## src/rtl/reg_bus_arbiter.sv

```systemverilog
// Round-robin arbiter that lets two requesters load, read or clear one register
// of a shared-bus register bank. It sequences the LD/CLR/OE_N strobes and drives
// or samples the shared data bus.
module reg_bus_arbiter #(
  parameter int unsigned NREG = 4,
  parameter int unsigned W    = 4
) (
  input  logic                      CLK,
  input  logic                      CLRN,
  input  logic [1:0]                REQ,
  input  logic [1:0]                OP0,
  input  logic [1:0]                OP1,
  input  logic [$clog2(NREG)-1:0]   ADDR0,
  input  logic [$clog2(NREG)-1:0]   ADDR1,
  input  logic [W-1:0]              DIN0,
  input  logic [W-1:0]              DIN1,
  input  logic [W-1:0]              BUS_IN,
  output logic [1:0]                ACK,
  output logic [W-1:0]              RDATA,
  output logic [W-1:0]              BUS_DRV,
  output logic                      BUS_EN,
  output logic [NREG-1:0]           LD,
  output logic [NREG-1:0]           CLR,
  output logic [NREG-1:0]           OE_N,
  output logic                      BUSY
);

  localparam int unsigned AW = $clog2(NREG);

  localparam logic [1:0] OpNop   = 2'b00;
  localparam logic [1:0] OpLoad  = 2'b01;
  localparam logic [1:0] OpRead  = 2'b10;
  localparam logic [1:0] OpClear = 2'b11;

  typedef enum logic [1:0] {StIdle, StExec, StSample, StDone} state_e;

  state_e          state_q, state_d;
  logic            grant_q, grant_d;
  logic            pri_q, pri_d;
  logic [1:0]      op_q, op_d;
  logic [AW-1:0]   addr_q, addr_d;
  logic [W-1:0]    din_q, din_d;
  logic [W-1:0]    rdata_q, rdata_d;
  logic [NREG-1:0] ld_q, ld_d;
  logic [NREG-1:0] clr_q, clr_d;
  logic [NREG-1:0] oe_n_q, oe_n_d;
  logic            bus_en_q, bus_en_d;
  logic [W-1:0]    bus_drv_q, bus_drv_d;
  logic [1:0]      ack_q, ack_d;
  logic [NREG-1:0] hit;

  // Arbitration, request latch and state sequencing.
  always_comb begin
    state_d = state_q;
    grant_d = grant_q;
    pri_d   = pri_q;
    op_d    = op_q;
    addr_d  = addr_q;
    din_d   = din_q;
    rdata_d = rdata_q;
    unique case (state_q)
      StIdle: begin
        if (|REQ) begin
          grant_d = (REQ == 2'b11) ? pri_q : REQ[1];
          op_d    = grant_d ? OP1 : OP0;
          addr_d  = grant_d ? ADDR1 : ADDR0;
          din_d   = grant_d ? DIN1 : DIN0;
          state_d = StExec;
        end
      end
      StExec: begin
        // Out-of-range reads skip the sample cycle and behave as a nop.
        state_d = ((op_q == OpRead) && (|hit)) ? StSample : StDone;
      end
      StSample: begin
        rdata_d = BUS_IN;
        state_d = StDone;
      end
      StDone: begin
        pri_d   = ~grant_q;
        state_d = StIdle;
      end
      default: state_d = StIdle;
    endcase
  end

  // One-hot decode of the target register; all zero when the address is out of range.
  always_comb begin
    hit = '0;
    for (int unsigned i = 0; i < NREG; i++) begin
      hit[i] = (addr_d == AW'(i));
    end
  end

  // Next values of the registered strobes, keyed on the state being entered.
  always_comb begin
    ld_d      = '0;
    clr_d     = '0;
    oe_n_d    = '1;
    bus_en_d  = 1'b0;
    bus_drv_d = '0;
    ack_d     = '0;
    unique case (state_d)
      StExec: begin
        unique case (op_d)
          OpLoad: begin
            if (|hit) begin
              ld_d      = hit;
              bus_en_d  = 1'b1;
              bus_drv_d = din_d;
            end
          end
          OpClear: clr_d  = hit;
          OpRead:  oe_n_d = ~hit;
          OpNop:   ;
          default: ;
        endcase
      end
      StSample: oe_n_d = ~hit;
      StDone:   ack_d[grant_d] = 1'b1;
      default:  ;
    endcase
  end

  // State and output registers; reset aborts any transaction in flight.
  always_ff @(posedge CLK or negedge CLRN) begin
    if (!CLRN) begin
      state_q   <= StIdle;
      grant_q   <= 1'b0;
      pri_q     <= 1'b0;
      op_q      <= OpNop;
      addr_q    <= '0;
      din_q     <= '0;
      rdata_q   <= '0;
      ld_q      <= '0;
      clr_q     <= '0;
      oe_n_q    <= '1;
      bus_en_q  <= 1'b0;
      bus_drv_q <= '0;
      ack_q     <= '0;
    end else begin
      state_q   <= state_d;
      grant_q   <= grant_d;
      pri_q     <= pri_d;
      op_q      <= op_d;
      addr_q    <= addr_d;
      din_q     <= din_d;
      rdata_q   <= rdata_d;
      ld_q      <= ld_d;
      clr_q     <= clr_d;
      oe_n_q    <= oe_n_d;
      bus_en_q  <= bus_en_d;
      bus_drv_q <= bus_drv_d;
      ack_q     <= ack_d;
    end
  end

  assign ACK     = ack_q;
  assign RDATA   = rdata_q;
  assign BUS_DRV = bus_drv_q;
  assign BUS_EN  = bus_en_q;
  assign LD      = ld_q;
  assign CLR     = clr_q;
  assign OE_N    = oe_n_q;
  assign BUSY    = (state_q != StIdle);

endmodule

```

## config.mk

```make
export PLATFORM = sky130hd
export DESIGN_NAME = reg_bus_arbiter
export DESIGN_NICKNAME = d
export VERILOG_FILES = /design/src/rtl/reg_bus_arbiter.sv
export SDC_FILE = /design/constraint.sdc
export NUM_CORES = 1
export LEC_CHECK = 0
export CORE_MARGIN = 3
export CORE_UTILIZATION = 45
export DETAILED_ROUTE_END_ITERATION = 6
export GPL_TIMING_DRIVEN = 0
export PLACE_DENSITY = 0.77
export SYNTH_ARGS = -nofsm -noshare
export SYNTH_HDL_FRONTEND = slang
export SYNTH_SLANG_ARGS = --single-unit
```

## constraint.sdc

```tcl
create_clock -name CLK -period 6.1 [get_ports CLK]
set_input_delay 0.915 -clock CLK [delete_from_list [all_inputs] [get_ports CLK]]
set_output_delay 0.915 -clock CLK [all_outputs]
set_load 0.02 [all_outputs]
```

After elaboration in Yosys (flattened, before gate mapping)
Cells that the tools add are included.

operators by class
  order comparisons = 2
  equality and inequality tests = 14
  multiplexer cells = 31
  bitwise operators = 2
  reductions and logical operators = 7

operators with widths
  kind                                                                    count
  4-bit 2-to-1 mux                                                        12
  2-bit equality test (second input constant)                             10
  2-bit 2-to-1 mux                                                        8
  2-bit by 1-bit equality test with 1-bit output (second input constant)  4
  1-bit 2-to-1 mux                                                        8
  2-bit case mux with 4 select lines                                      1
  4-bit case mux with 2 select lines                                      1
  2-bit logical NOT                                                       2
  4-bit NOT                                                               1
  4-bit OR reduction                                                      1
  1-bit logical AND                                                       2
  1-bit by 2-bit < comparator with 1-bit output (second input constant)   1
  2-bit nonzero test                                                      1
  2-bit OR reduction                                                      1
  1-bit demux with 1-bit select                                           1
  1-bit greater-or-equal comparator (second input constant)               1
  1-bit NOT                                                               1

word-level totals
  register bits after elaboration = 35
  bits of input ports = 24
  word-level logic and storage cells = 69

Depth between registers and ports, before layout
Gate-level depths: netlist of the first run.

  depth in word-level cells = 12
  mapped depth = 10
  gate-level depth less buffers = 10

Least setup slack after synthesis of the first run
OpenSTA, ideal clock, no wires.

  path type = input to register
  from = in REQ[1]
  to = reg oe_n_q[0] (netlist: OE_N[0])
  library setup time = 0.089 ns
  arrival = 2.209 ns
  data required time = 6.011 ns
  slack = 3.802 ns
  stages on the path = 9
  cell sequence = buf_4 nor3_1 a22o_1 inv_1 ha_1 o21ai_0 a21oi_2 a211oi_4 o21ai_1

between the ends
  longest elaborated chain between the ends = 12
  elaborated cells on any way between the ends = 24
  those cells by class = 7 x eq/ne; 12 x mux; 1 x bitwise; 4 x reduce/logical

ends and longest elaborated chain
  element                                                                                       line  source
  start: declaration                                                                            10    input logic [1:0] REQ,
  2-bit equality test                                                                           64    grant_d = (REQ == 2'b11) ? pri_q : REQ[1];
  1-bit 2-to-1 mux                                                                              64
  2-bit 2-to-1 mux                                                                              66    addr_d = grant_d ? ADDR1 : ADDR0;
  2-bit 2-to-1 mux                                                                              63    if (|REQ) begin
  2-bit 2-to-1 mux                                                                              61    unique case (state_q)
  2-bit by 1-bit equality test with 1-bit output (tied with other cells)                        91    hit[i] = (addr_d == AW'(i));
  4-bit OR reduction                                                                            73    state_d = ((op_q == OpRead) && (|hit)) ? StSample : StDone;
  1-bit logical AND                                                                             73
  1-bit 2-to-1 mux                                                                              73
  2-bit case mux with 4 select lines (*)                                                        61
  via state_d[0]                                                                                37    state_e state_q, state_d;
  2-bit equality test / 2-bit by 1-bit equality test with 1-bit output (equally long branches)  103   unique case (state_d)
  4-bit case mux with 2 select lines (*)                                                        103
  via oe_n_d[0]                                                                                 46    logic [NREG-1:0] oe_n_q, oe_n_d;
  end signal: assignment                                                                        151   oe_n_q <= oe_n_d;
  end: declaration                                                                              46

The timed path passes the listed nets; every way through them passes the cells marked *.
A chain may end at the register's enable or synchronous reset.

Worst setup path after layout of the first run
  from = reg state_q[0]
  to = out BUSY

between the ends
  longest elaborated chain between the ends = 1

ends and longest elaborated chain
  element                   line  source
  start: declaration        37
  start signal: assignment  128   state_q <= StIdle;
  start signal: assignment  142   state_q <= state_d;
  2-bit nonzero test        165   assign BUSY = (state_q != StIdle);
  end: declaration          25    output logic BUSY

No other way between the ends.

==> flow_summary.json, run 1 <==
{
  "hold_viol": 0,
  "post-route-min-period_ns": 2.754,
  "status": "finished, final reports clean",
  "fmax_ghz": 0.3631,
  "ys_types": 31,
  "synthCells": 132,
  "r2r_cells": 10,
  "syn_avg_cell_area_um2": 11.73,
  "synth_top_area_share": 0.5008,
  "finalNetCount": 217,
  "clk_latency_ns": 0.34,
  "min_to": "pri_q",
  "cp_cell_sequence": "inv_1, ha_1, buf_4, inv_1, clkdlybuf4s50_1",
  "fillerInstances": 246,
  "worstSetupStartpoint": "state_q[0]",
  "antenna_found_initial": 0,
  "grt-ovfl-total": 0,
  "vdd_drop_max_uv": 334.6,
  "r2r-end": "BUS_DRV[1]",
  "power_density_mw_per_mm2": 503.3,
  "setup_ws_ns": 3.346,
  "grt_pass1_wl_um": 5223,
  "place_congestion": 0.7929,
  "power_leakage_nw": 0.9458,
  "slowest_stage": "clkdlybuf4s50_1",
  "drt-total-wl_um": 3103,
  "root_buffer": "clkbuf_4",
  "first_pass_iters": 4,
  "synth_area_leaders": "dfrtp_1 50%, dfstp_2 6.8%, ha_1 6.5%",
  "post-cts-setup-buffer-count": 0,
  "holdBufCountCts": 0,
  "synth_top_cell_by_area": "dfrtp_1",
  "hold_class": "reg2reg",
  "ios": 48,
  "cts_made_buffers": 5,
  "diodes": 0,
  "crit_required_ns": 5.18,
  "r2r-start": "state_q[0]",
  "final_antenna_net_count": 0,
  "viasPerCell": 5.013,
  "layout-drive-gt1-share": 0.1559,
  "via_count": 1153,
  "clock_skew_ns": 0.007567,
  "drt_iter0_markers": 42,
  "ff2ff_setup_slack_ns": 3.85,
  "die_h_um": 64.67,
  "setup_viol": 0,
  "preCtsSetupSlack_ns": 3.160,
  "min_from": "grant_q",
  "ys_warn_count": 0,
  "fp-row-count": 20,
  "drc": 0,
  "htree_levels": 2,
  "core_mm2": 0.003178,
  "seq_area_um2": 880.8,
  "path_clk_slew_ns": 0.09,
  "io_buffers": 46,
  "fin_setup_tns_ns": 0,
  "crit_fanout": 8,
  "initial_core_util": 0.4874,
  "arrival_ns": 1.84,
  "ys_ff_latch": 35,
  "first_global_vias": 1149,
  "cts_resized": 0,
  "placed_cells": 222,
  "grt_usage": 0.1652,
  "worstHoldPathCells": 1,
  "die_w_um": 64.67,
  "dp_hpwl_um": 2423,
  "cpMostUsedCell": "inv_1",
  "critPathMaxStageDelay_ns": 0.60,
  "finalMaxSlewViolations": 0,
  "area_delta_synth_final_pct": 36.19,
  "end_kind": "output port",
  "synthesis.area_mm2": 0.001549,
  "path_class": "reg2out",
  "multi_input_area_um2": 608.1,
  "power_w": 0.001062,
  "wl_per_cell_um": 13.49,
  "ctsLongestPathBuffers": 2,
  "max_cap_viol_count": 0,
  "slew_headroom": 0.5148,
  "clock_sinks": 35,
  "grt_max_degree": 36,
  "dieArea_mm2": 0.004182,
  "cts_tree": "done",
  "rsz0062_at_grt": "no",
  "period_share": 0.4514,
  "fin_cells": 230,
  "syn-num-nets": 164,
  "ys_seq_area_frac": 0.5687,
  "tightest_slew_ns": 0.7277,
  "startpoint_type": "register"
}
## logic make-up after synthesis
| logic type | synth area share |
|---|---|
| and+or+nand+nor | 0.1196 |
| AOI/OAI and AO/OA | 0.1535 |
| DFF | 0.5687 |
| adders and majority gates | 0.06462 |
| muxes | 0.05493 |
| buffers and inverters | 0.03877 |
## cells in the final DEF, fill, tap and decap left out, types with 3 or more instances in the layout
cell | Yosys | routed
o21ai_0 | 8 | 8
mux2i_1 | 4 | 4
nand2_1 | 8 | 8
inv_1 | 10 | 10
buf_4 | 3 | 3
o21ai_1 | 3 | 3
dfstp_2 | 4 | 4
a21oi_2 | 3 | 3
dfrtp_1 | 31 | 31
a21oi_1 | 3 | 3
clkdlybuf4s50_1 | 0 | 45
nor2_1 | 13 | 13
ha_1 | 8 | 8
nor2b_1 | 7 | 7
mux2_2 | 4 | 4
clkbuf_4 | 0 | 5
nand2b_1 | 3 | 3
## critical path, delay by kind of cell, from the launching register on
family,cells,cell delay (ns)
buffers and inverters,4,0.91
flip-flops,1,0.41
adder cells (fa/ha/maj),1,0.19
## Yosys cell counts (all sizes together)
cell type	number
a211oi	1
a21bo	1
a21o	1
a21oi	6
a22o	2
a31oi	2
a32oi	1
and2	1
and2b	1
buf	3
dfrtp	31
dfstp	4
ha	8
inv	10
mux2	4
mux2i	4
nand2	9
nand2b	3
nand3	1
nor2	13
nor2b	7
nor3	2
o21a	2
o21ai	12
o32ai	2
or2	1
## area by class of cell
type                       instances  share of cell area
inverter                          10             0.01779
tap                               44             0.02610
sequential                        35              0.4176
clock inverter                     1            0.002372
buffer                             3             0.01068
timing repair buffer              46              0.2159
clock buffer                       7             0.02135
multi-input combinational         84              0.2883
## where the power goes
part           switching [W]  total (W)  internal [W]
Sequential         0.0000343   0.000359      0.000324
Combinational       0.000324   0.000587      0.000263
Clock              0.0000715   0.000116     0.0000449
Total               0.000430    0.00106      0.000632
## state kept, by name, summed over array words and instances (netlist names)
register and flops:
LD 4, grant_q 1, state_q 2, ACK 2, BUS_DRV 4, addr_q 2
RDATA 4, op_q 2, din_q 4, CLR 4, BUS_EN 1, OE_N 4
pri_q 1
## layer usage
layer,wire [um],up-vias,GRT usage,share of wire
li1,-,547,-,-
met1,1290,562,0.1857,0.42
met2,1575,36,0.2835,0.51
met3,160,8,0.04159,0.052
met4,76,0,0.09499,0.024
met5,0,-,0,0
## stage by stage
stage	cell area, um2	utilization	hold WS, ns
2_1_floorplan	1549	-	0.4178
3_3_place_gp	2064	0.6496	0.4288
3_5_place_dp	2059	0.6480	0.4385
4_1_cts	2110	0.6638	0.4525
5_1_grt	2110	0.6638	0.4758
6_report	2110	0.6638	0.4505
## worst max-delay path by stage
stage / endpoint / slack [ns]
3_5_place_dp: BUS_DRV[1] / 3.16
3_3_place_gp: BUS_DRV[3] / 3.19
2_1_floorplan: OE_N[0] / 3.80
5_1_grt: BUSY / 3.24
4_1_cts: BUSY / 3.32
6_report: BUSY / 3.35
(Power assumes the default switching activity.)
==> run 2, diff against run 1 <==
Clock period 6.1 ns to 2.6 ns, I/O delays scaled along.
==> results of run 2 <==
Same layout as run 1 (identical final DEF). Status: finished, final reports clean.
Among the figures that moved: setup slack after placement 3.160 ns -> 0.1850 ns; setup slack after layout 3.346 ns -> 0.3457 ns; hold slack 0.4505 ns -> 0.1026 ns; end point of the critical path BUSY -> BUS_DRV[1]; register-to-register setup slack 3.85 ns -> 0.35 ns; total power 0.001062 W -> 0.002491 W; worst IR drop on VDD 334.6 uV -> 784.9 uV
